### src/rtl/dmem_arbiter_if.sv
// Request, response and memory-command bundle for the two-port data-memory arbiter.
// The slave modport is the arbiter; the master side is the requesters plus the memory.
interface dmem_arbiter_if #(
    parameter int N = 32
);
    logic         p0_req;
    logic         p0_we;
    logic         p0_byte;
    logic         p0_signed;
    logic [N-1:0] p0_addr;
    logic [N-1:0] p0_wdata;
    logic         p1_req;
    logic         p1_we;
    logic         p1_byte;
    logic         p1_signed;
    logic [N-1:0] p1_addr;
    logic [N-1:0] p1_wdata;
    logic         p0_ack;
    logic         p1_ack;
    logic [N-1:0] rsp_rdata;
    logic         rsp_err;
    logic [N-1:0] mem_address;
    logic [N-1:0] mem_in_data;
    logic [N-1:0] mem_out_data;
    logic         mem_read_enable;
    logic         mem_write_enable;
    logic         mem_isByte;

    modport slave (
        input  p0_req, p0_we, p0_byte, p0_signed, p0_addr, p0_wdata,
        input  p1_req, p1_we, p1_byte, p1_signed, p1_addr, p1_wdata,
        input  mem_out_data,
        output p0_ack, p1_ack, rsp_rdata, rsp_err,
        output mem_address, mem_in_data, mem_read_enable, mem_write_enable, mem_isByte
    );

    modport master (
        output p0_req, p0_we, p0_byte, p0_signed, p0_addr, p0_wdata,
        output p1_req, p1_we, p1_byte, p1_signed, p1_addr, p1_wdata,
        output mem_out_data,
        input  p0_ack, p1_ack, rsp_rdata, rsp_err,
        input  mem_address, mem_in_data, mem_read_enable, mem_write_enable, mem_isByte
    );
endinterface

### src/rtl/dmem_arbiter.sv
// Round-robin two-port arbiter and access sequencer for the byte-addressed data memory.
// One registered memory command per grant; every access ends with a one-cycle ack.
module dmem_arbiter #(
    parameter int N          = 32,
    parameter int ADDR_WIDTH = 12
) (
    input logic           clk,
    input logic           rst_n,
    dmem_arbiter_if.slave bus
);
    typedef enum logic [1:0] {IDLE = 2'd0, ACCESS = 2'd1, RESP = 2'd2} state_t;

    localparam logic [ADDR_WIDTH-1:0] WORD_MAX = ADDR_WIDTH'((1 << ADDR_WIDTH) - 4);

    state_t       state_q, state_d;
    logic         last_grant_q, last_grant_d;
    logic         port_q, port_d;
    logic         signed_q, signed_d;
    logic         mem_re_q, mem_re_d;
    logic         mem_we_q, mem_we_d;
    logic         mem_is_byte_q, mem_is_byte_d;
    logic [N-1:0] mem_address_q, mem_address_d;
    logic [N-1:0] mem_in_data_q, mem_in_data_d;
    logic [N-1:0] rsp_rdata_q, rsp_rdata_d;
    logic         rsp_err_q, rsp_err_d;
    logic         p0_ack_q, p0_ack_d;
    logic         p1_ack_q, p1_ack_d;

    logic         gnt;
    logic         g_we, g_byte, g_signed, g_err;
    logic [N-1:0] g_addr, g_wdata;

    function automatic logic [N-1:0] extend_byte(input logic [7:0] b, input logic sgn);
        return {{(N-8){sgn & b[7]}}, b};
    endfunction

    // On a tie the port that did not win last time is chosen.
    assign gnt      = (bus.p0_req && bus.p1_req) ? !last_grant_q : bus.p1_req;
    assign g_we     = gnt ? bus.p1_we     : bus.p0_we;
    assign g_byte   = gnt ? bus.p1_byte   : bus.p0_byte;
    assign g_signed = gnt ? bus.p1_signed : bus.p0_signed;
    assign g_addr   = gnt ? bus.p1_addr   : bus.p0_addr;
    assign g_wdata  = gnt ? bus.p1_wdata  : bus.p0_wdata;
    assign g_err    = (g_addr[N-1:ADDR_WIDTH] != '0) ||
                      (!g_byte && (g_addr[1:0] != 2'b00)) ||
                      (!g_byte && (g_addr[ADDR_WIDTH-1:0] > WORD_MAX));

    always_comb begin
        state_d       = state_q;
        last_grant_d  = last_grant_q;
        port_d        = port_q;
        signed_d      = signed_q;
        mem_re_d      = 1'b0;
        mem_we_d      = 1'b0;
        mem_is_byte_d = mem_is_byte_q;
        mem_address_d = mem_address_q;
        mem_in_data_d = mem_in_data_q;
        rsp_rdata_d   = rsp_rdata_q;
        rsp_err_d     = rsp_err_q;
        p0_ack_d      = 1'b0;
        p1_ack_d      = 1'b0;
        case (state_q)
            IDLE: begin
                if (bus.p0_req || bus.p1_req) begin
                    port_d = gnt;
                    if (bus.p0_req && bus.p1_req) last_grant_d = gnt;
                    if (g_err) begin
                        rsp_err_d   = 1'b1;
                        rsp_rdata_d = '0;
                        p0_ack_d    = !gnt;
                        p1_ack_d    = gnt;
                        state_d     = RESP;
                    end else begin
                        mem_address_d = g_addr;
                        mem_in_data_d = g_wdata;
                        mem_is_byte_d = g_byte;
                        mem_re_d      = !g_we;
                        mem_we_d      = g_we;
                        signed_d      = g_signed;
                        state_d       = ACCESS;
                    end
                end
            end
            ACCESS: begin
                // The memory acted on the mid-cycle negedge; its read data is settled here.
                p0_ack_d  = !port_q;
                p1_ack_d  = port_q;
                rsp_err_d = 1'b0;
                if (mem_re_q) begin
                    rsp_rdata_d = mem_is_byte_q ? extend_byte(bus.mem_out_data[7:0], signed_q)
                                                : bus.mem_out_data;
                end else begin
                    rsp_rdata_d = '0;
                end
                state_d = RESP;
            end
            RESP:    state_d = IDLE;
            default: state_d = IDLE;
        endcase
    end

    always_ff @(posedge clk or negedge rst_n) begin
        if (!rst_n) begin
            state_q       <= IDLE;
            last_grant_q  <= 1'b1;
            port_q        <= 1'b0;
            signed_q      <= 1'b0;
            mem_re_q      <= 1'b0;
            mem_we_q      <= 1'b0;
            mem_is_byte_q <= 1'b0;
            mem_address_q <= '0;
            mem_in_data_q <= '0;
            rsp_rdata_q   <= '0;
            rsp_err_q     <= 1'b0;
            p0_ack_q      <= 1'b0;
            p1_ack_q      <= 1'b0;
        end else begin
            state_q       <= state_d;
            last_grant_q  <= last_grant_d;
            port_q        <= port_d;
            signed_q      <= signed_d;
            mem_re_q      <= mem_re_d;
            mem_we_q      <= mem_we_d;
            mem_is_byte_q <= mem_is_byte_d;
            mem_address_q <= mem_address_d;
            mem_in_data_q <= mem_in_data_d;
            rsp_rdata_q   <= rsp_rdata_d;
            rsp_err_q     <= rsp_err_d;
            p0_ack_q      <= p0_ack_d;
            p1_ack_q      <= p1_ack_d;
        end
    end

    assign bus.p0_ack           = p0_ack_q;
    assign bus.p1_ack           = p1_ack_q;
    assign bus.rsp_rdata        = rsp_rdata_q;
    assign bus.rsp_err          = rsp_err_q;
    assign bus.mem_address      = mem_address_q;
    assign bus.mem_in_data      = mem_in_data_q;
    assign bus.mem_read_enable  = mem_re_q;
    assign bus.mem_write_enable = mem_we_q;
    assign bus.mem_isByte       = mem_is_byte_q;
endmodule

### src/flat_wrapper.sv
// flat-port wrapper written by rule: the top's interface ports become plain ports
module dmem_arbiter_flat 
#(
    parameter int N          = 32,
    parameter int ADDR_WIDTH = 12
)
  (clk, rst_n, bus_p0_req, bus_p0_we, bus_p0_byte, bus_p0_signed, bus_p0_addr, bus_p0_wdata, bus_p1_req, bus_p1_we, bus_p1_byte, bus_p1_signed, bus_p1_addr, bus_p1_wdata, bus_mem_out_data, bus_p0_ack, bus_p1_ack, bus_rsp_rdata, bus_rsp_err, bus_mem_address, bus_mem_in_data, bus_mem_read_enable, bus_mem_write_enable, bus_mem_isByte);
  dmem_arbiter_if #(.N(N)) bus_i ();
  input logic clk;
  input logic rst_n;
  input wire logic [$bits(bus_i.p0_req)-1:0] bus_p0_req;
  input wire logic [$bits(bus_i.p0_we)-1:0] bus_p0_we;
  input wire logic [$bits(bus_i.p0_byte)-1:0] bus_p0_byte;
  input wire logic [$bits(bus_i.p0_signed)-1:0] bus_p0_signed;
  input wire logic [$bits(bus_i.p0_addr)-1:0] bus_p0_addr;
  input wire logic [$bits(bus_i.p0_wdata)-1:0] bus_p0_wdata;
  input wire logic [$bits(bus_i.p1_req)-1:0] bus_p1_req;
  input wire logic [$bits(bus_i.p1_we)-1:0] bus_p1_we;
  input wire logic [$bits(bus_i.p1_byte)-1:0] bus_p1_byte;
  input wire logic [$bits(bus_i.p1_signed)-1:0] bus_p1_signed;
  input wire logic [$bits(bus_i.p1_addr)-1:0] bus_p1_addr;
  input wire logic [$bits(bus_i.p1_wdata)-1:0] bus_p1_wdata;
  input wire logic [$bits(bus_i.mem_out_data)-1:0] bus_mem_out_data;
  output wire logic [$bits(bus_i.p0_ack)-1:0] bus_p0_ack;
  output wire logic [$bits(bus_i.p1_ack)-1:0] bus_p1_ack;
  output wire logic [$bits(bus_i.rsp_rdata)-1:0] bus_rsp_rdata;
  output wire logic [$bits(bus_i.rsp_err)-1:0] bus_rsp_err;
  output wire logic [$bits(bus_i.mem_address)-1:0] bus_mem_address;
  output wire logic [$bits(bus_i.mem_in_data)-1:0] bus_mem_in_data;
  output wire logic [$bits(bus_i.mem_read_enable)-1:0] bus_mem_read_enable;
  output wire logic [$bits(bus_i.mem_write_enable)-1:0] bus_mem_write_enable;
  output wire logic [$bits(bus_i.mem_isByte)-1:0] bus_mem_isByte;
  assign bus_i.p0_req = bus_p0_req;
  assign bus_i.p0_we = bus_p0_we;
  assign bus_i.p0_byte = bus_p0_byte;
  assign bus_i.p0_signed = bus_p0_signed;
  assign bus_i.p0_addr = bus_p0_addr;
  assign bus_i.p0_wdata = bus_p0_wdata;
  assign bus_i.p1_req = bus_p1_req;
  assign bus_i.p1_we = bus_p1_we;
  assign bus_i.p1_byte = bus_p1_byte;
  assign bus_i.p1_signed = bus_p1_signed;
  assign bus_i.p1_addr = bus_p1_addr;
  assign bus_i.p1_wdata = bus_p1_wdata;
  assign bus_i.mem_out_data = bus_mem_out_data;
  assign bus_p0_ack = bus_i.p0_ack;
  assign bus_p1_ack = bus_i.p1_ack;
  assign bus_rsp_rdata = bus_i.rsp_rdata;
  assign bus_rsp_err = bus_i.rsp_err;
  assign bus_mem_address = bus_i.mem_address;
  assign bus_mem_in_data = bus_i.mem_in_data;
  assign bus_mem_read_enable = bus_i.mem_read_enable;
  assign bus_mem_write_enable = bus_i.mem_write_enable;
  assign bus_mem_isByte = bus_i.mem_isByte;
  dmem_arbiter #(.N(N), .ADDR_WIDTH(ADDR_WIDTH)) u_core (.clk(clk), .rst_n(rst_n), .bus(bus_i));
endmodule
### config.mk
export PLATFORM = sky130hd
export DESIGN_NAME = dmem_arbiter_flat
export DESIGN_NICKNAME = d
export VERILOG_FILES = /design/src/rtl/dmem_arbiter_if.sv /design/src/rtl/dmem_arbiter.sv /design/src/flat_wrapper.sv
export SDC_FILE = /design/constraint.sdc
export NUM_CORES = 1
export LEC_CHECK = 0
export BUFFER_PORTS_ARGS = -buffer_cell sky130_fd_sc_hd__buf_2
export CAP_MARGIN = 20
export CORE_MARGIN = 3
export CORE_UTILIZATION = 39
export DETAILED_ROUTE_END_ITERATION = 10
export PLACE_DENSITY = 0.72
export SLEW_MARGIN = 10
export SYNTH_ARGS = -nofsm -noshare
export SYNTH_HDL_FRONTEND = slang
export SYNTH_SLANG_ARGS = --single-unit
### constraint.sdc
create_clock -name clk -period 4.63 [get_ports clk]
set_input_delay 0.926 -clock clk [delete_from_list [all_inputs] [get_ports clk]]
set_output_delay 0.926 -clock clk [all_outputs]
set_load 0.02 [all_outputs]
# == Yosys cells after proc, flatten, opt, wreduce, memory -nomap -nowiden ==
# Index checks and enable logic that the tools add are counted.
# classes
n_lt_le_gt_ge,1
eq_ne,3
muxes,29
bitwise_logic,2
n_reduce_logical,19
# ops
cell,count
$mux W32,6
$pmux W32 S2,1
$reduce_bool A20 Y1,1
$mux W1,16
$gt A12 B12 Y1 const B,1
$reduce_and A3 Y1,3
$pmux W1 S2,3
$logic_not A1 Y1,5
$mux W2,2
$ne A2 B1 Y1 const B,2
$pmux W2 S2,1
$reduce_bool A2 Y1,2
$logic_and A1 B1 Y1,3
$logic_or A1 B1 Y1,3
$eq A2 B1 Y1 const B,1
$logic_not A2 Y1,1
$reduce_and A2 Y1,1
$and A1 B1 Y1,1
$not A1 Y1,1
# word_totals
register_bits,107
input_bits,170
out_inout_bits,102
elab_cells,67

# == Depth between registers and ports, before layout ==
# logic_depth
ltp_word,10
ltp_mapped,8
ltp_nobuf,6

# == Least setup slack after synthesis ==
# No wires, ideal clock.
# synth_timing
path_kind,input -> register
from,input port bus_p0_addr[21]
to,register u_core.mem_address_q[18] (netlist: u_core.bus.mem_address[18])
setup_time_ps,119
arrival_ps,2317
required_time_ps,4511
slack_ps,2194
path_stages,7
n_path_buf,2
path_cell_list,nor4_1 o2111ai_1 o32a_1 or2_4 buf_6 buf_6 and2_1
# synth_between
elab_chain_cells,6
# synth_lines
item,line_no,rtl
"start, declared",flat_wrapper.sv:15,input wire logic [$bits(bus_i.p0_addr)-1:0] bus_p0_addr;
$mux W32,dmem_arbiter.sv:42,assign g_addr = gnt ? bus.p1_addr : bus.p0_addr;
$reduce_bool A20 Y1,dmem_arbiter.sv:44,assign g_err = (g_addr[N-1:ADDR_WIDTH] != '0) ||
$logic_or A1 B1 Y1,dmem_arbiter.sv:44,
$logic_or A1 B1 Y1,dmem_arbiter.sv:45,(!g_byte && (g_addr[1:0] != 2'b00)) ||
$not A1 Y1 (no source line),-,
$reduce_and A3 Y1 (no source line),-,
"end signal, assigned",dmem_arbiter.sv:125,mem_address_q <= mem_address_d;
"end, declared",dmem_arbiter.sv:22,"logic [N-1:0] mem_address_q, mem_address_d;"
# No other way between the ends.
# A chain may end at the register's enable or synchronous reset.

# == Final worst setup path ==
# layout_timing
from,input port bus_p1_req
to,register u_core.rsp_rdata_q[21] (netlist: u_core.bus.rsp_rdata[21])
# layout_between
elab_chain_cells,9
elab_cells_between_ends,16
classes_between,1 x order compare; 2 x eq/ne; 3 x mux; 10 x reduce/logical
# layout_lines
item,line_no,rtl
"start, declared",flat_wrapper.sv:17,input wire logic [$bits(bus_i.p1_req)-1:0] bus_p1_req;
branches (longest 8 deep; another with $gt A12 B12 Y1),-,
$reduce_and A3 Y1 (no source line) (*),-,
"end signal, assigned",dmem_arbiter.sv:127,rsp_rdata_q <= rsp_rdata_d;
"end, declared",dmem_arbiter.sv:24,"logic [N-1:0] rsp_rdata_q, rsp_rdata_d;"
# Every way passes the cells marked *.

==> results.md <==
* Outcome: completed
* Initial DRT Pass Iterations at 4
* M3 GR Usage at 4.86%
* N_diodes at 0
* Crit-path leading delay family: compound AO/OA/AOI/OAI gates
* CTS H-Tree Depth at 3
* VDD IR max at 0.157 mV
* Vias in the first global route at ~4400
* Clock buffer depth at 2
* Dominant synthesized flop cell: dfrtp_1
* Worst Setup End Kind: flip-flop
* Share of cells above drive strength 1 at 43.4%
* Crit Path Max Fanout at 27
* Hold EP: u_core.bus.mem_address[12]
* Setup slack, reg-to-reg at 2.05 ns
* Met2 GRT Util at between 30 and 40%
* Number of buffers created by CTS at 9
* Reg clk slew, reported paths at around 0.06 ns
* Slowest cell delay on critical path at 0.65 ns
* Gr usage total at 21.2%
* Initial antenna violation count at 0
* Synth cell types at 27
* Clock power share at a little under 40%
* Die width at 114 um
* Avg WL per Cell at approximately 17 um
* Fill cell count at 964
* Period utilisation layout at slightly above 60%
* Syn Area/Cell at approximately 11 um^2
* CP startpoint kind: input pin
* Hold Path Origin: u_core.bus.mem_address[12]
* Final setup vio count at 0
* CTS tree: built
* Post-synthesis register bit count at 107
* Synth-to-layout area growth at 39.2%
* Met1 Use GR at 25.1%
* Max-slew violations at 0
* Final non-filler cell total at 826
* Least-Margin Pin Slew at 0.748 ns
* CP required at approximately 4.8 ns
* Routability cong. at 0.853
* Critical-path cell list: buf_2 > a21boi_4 > buf_4 > o32a_1 > and2_1 > o21ai_0
* # port buffers at 271
* Antenna Nets Post-Route at 0
* Std cell rows at 38
* Via-per-instance ratio at between 5 and 6
* Net Sw Power at 459 uW
* Post-synthesis cell count at 425
* Synthesized cell area at 4560 um^2
* Net count after synthesis at 595
* Critical path's slowest cell: and2_1
* Starting Density at around two fifths
* Core ar. at between 10000 and 15000 um^2
* Pint at 1.51 mW
* Storage cell area at 2680 um^2
* Clk Latency, worst-skew pair at about 0.33 ns
* Max Cap Viol at 0
* # IOs at 272
* Sequential share of power at 48.6%
* Placed Cells at between 800 and 900
* Seq/Total Area, Yosys at 58.8%
* Min-Delay Path Depth at 1
* Total vias in the final route at ~4300
* Number of post-CTS setup repair buffers at 0
* First-pass GRT wire length at 21800 um
* Sw Share at 23.3%
* Async SR Flop Fraction at 100%
* Nets at 852
* Buf+Inv Stages, Crit Path at 2
* Chip height at 114 um
* Max Freq at 347 MHz
* Post-CTS Resized at 0
* Leakage Power at 3.48 nW
* Initial drt markers at 231
* Area of the multi-input gates at 1740 um^2
* DP HPWL at ~11000 um
* Setup TNS at 0 ns
* DR DRC count at 0
* RR Endpoint: u_core.bus.rsp_rdata[21]
* WS Path Type: input pin to flip-flop
* Unrepaired setup endpoints after global routing: no
* R2R cell count at 6
* RR Startpoint: u_core.last_grant_q
* Grt total ovfl at 0
* Clock root buffer: clkbuf_16
* Final min period at approximately 2.9 ns
* Comb pwr share at 12.8%
* DRT Wirelength at 14100 um
* Pin count of the biggest net entering global routing at 85
* Final Hold Viols at 0
* GRT busiest layer: met2
* Post-synth EDFFs at 0
* Synth warn at 0
* Crit path DAT at around 3.1 ns
* Fin Clk Skew at 0.00807 ns
* HP Class: flip-flop to flip-flop
* Hold-fix buffers, CTS at 0
* Power Density at 311 nW/um^2
* Clk sinks at 107
* Relative slew slack at 50.1%
* DIE AREA at 13000 um^2
[cells by family after synthesis]
family,share of synthesized area (%)
muxes,10.6
buffers and inverters,3.60
AOI/OAI and AO/OA,18.7
and+or+nand+nor,8.10
DFF,58.8
xor gates and xnor gates,0.192
[sequential cells by signal, summed over array words and instances (netlist names)]
| register | cells |
|---|---|
| u_core.bus.mem_write_enable | 1 |
| u_core.signed_q | 1 |
| u_core.bus.mem_isByte | 1 |
| u_core.state_q | 2 |
| u_core.port_q | 1 |
| u_core.bus.mem_address | 32 |
| u_core.bus.mem_read_enable | 1 |
| u_core.last_grant_q | 1 |
| u_core.bus.rsp_err | 1 |
| u_core.bus.mem_in_data | 32 |
| u_core.bus.p0_ack | 1 |
| u_core.bus.p1_ack | 1 |
| u_core.bus.rsp_rdata | 32 |
[power groups by stage]
stage                     sequential, mW  clock (mW)  combinational [mW]
final                              0.958       0.762               0.254
after global routing               0.959       0.824               0.278
after CTS                          0.959       0.781               0.254
after detailed placement           0.977           0               0.253
after global placement             0.975           0               0.247
after floorplan                    0.975           0               0.123
[through the flow]
stage	hold WS, ns	setup WS (ns)	power, mW	util (%)	area (um^2)
after floorplan	0.436	2.19	1.10	-	4560
after CTS	0.486	1.75	1.99	56.8	6320
after detailed placement	0.466	1.39	1.23	54.1	6020
after global routing	0.499	1.58	2.06	57.0	6340
after global placement	0.460	1.50	1.22	54.0	6010
final	0.476	1.75	1.97	57.0	6340
[cells in the mapped netlist (2+ instances only)]
master | count | area (um^2)
clkbuf_1 | 28 | 105
a32o_1 | 8 | 80.1
nor2_1 | 8 | 30.0
o21ai_1 | 9 | 45.0
buf_6 | 3 | 33.8
buf_2 | 2 | 10.0
mux2i_1 | 47 | 470
dfrtp_1 | 106 | 2650
nor4_1 | 10 | 62.6
inv_1 | 4 | 15.0
nand2_1 | 30 | 113
and2_1 | 22 | 138
o21ai_0 | 133 | 666
o211ai_1 | 2 | 15.0
[routing by layer]
metal / up-vias / wire length (um)
li1: 2023 / -
met1: 2062 / 5370
met2: 233 / 7230
met3: 24 / 1270
met4: 0 / 255
met5: - / 0
[cell type report]
class                   instances  area share [%]
flip-flops and latches        107            42.2
multi-input cells             281            27.4
repair buffers                279            22.7
clock buffers                  13            4.10
well taps                     140            2.76
clock inverters                 2           0.552
inverters                       4           0.237
[placed cells by master (no fill, tap or decap), drive strengths merged]
master	instances
bufinv	1
nor2	8
o211ai	2
o32a	1
nor4	10
clkbuf	13
clkinv	1
xnor2	1
dfstp	1
buf	279
nand4	1
a21oi	1
and2	22
a211oi	1
dfrtp	106
nand2b	1
or2	1
o32ai	1
a21boi	1
a32o	8
o2111ai	1
o21ai	142
inv	4
nand3	1
mux2	1
nand2	30
mux2i	47
[worst reg2reg max path: stages, from the launching register on]
cell and delay (ns):
dfstp_2 0.57, a21boi_4 0.07, buf_4 0.26, o211ai_1 0.19
o32a_1 0.44, and2_1 0.65, o21ai_0 0.24
[worst max path at each step]
stage                    start                          to  slack [ns]  cells after the start
2_1_floorplan  bus_p0_addr[21]  u_core.bus.mem_address[18]        2.19                      7
3_3_place_gp        bus_p1_req    u_core.bus.rsp_rdata[28]        1.50                      6
3_5_place_dp        bus_p1_req    u_core.bus.rsp_rdata[21]        1.39                      6
4_1_cts             bus_p1_req    u_core.bus.rsp_rdata[21]        1.75                      6
5_1_grt             bus_p1_req    u_core.bus.rsp_rdata[21]        1.58                      6
6_report            bus_p1_req    u_core.bus.rsp_rdata[21]        1.75                      6
Note: power is estimated with default switching activity, not from simulation.
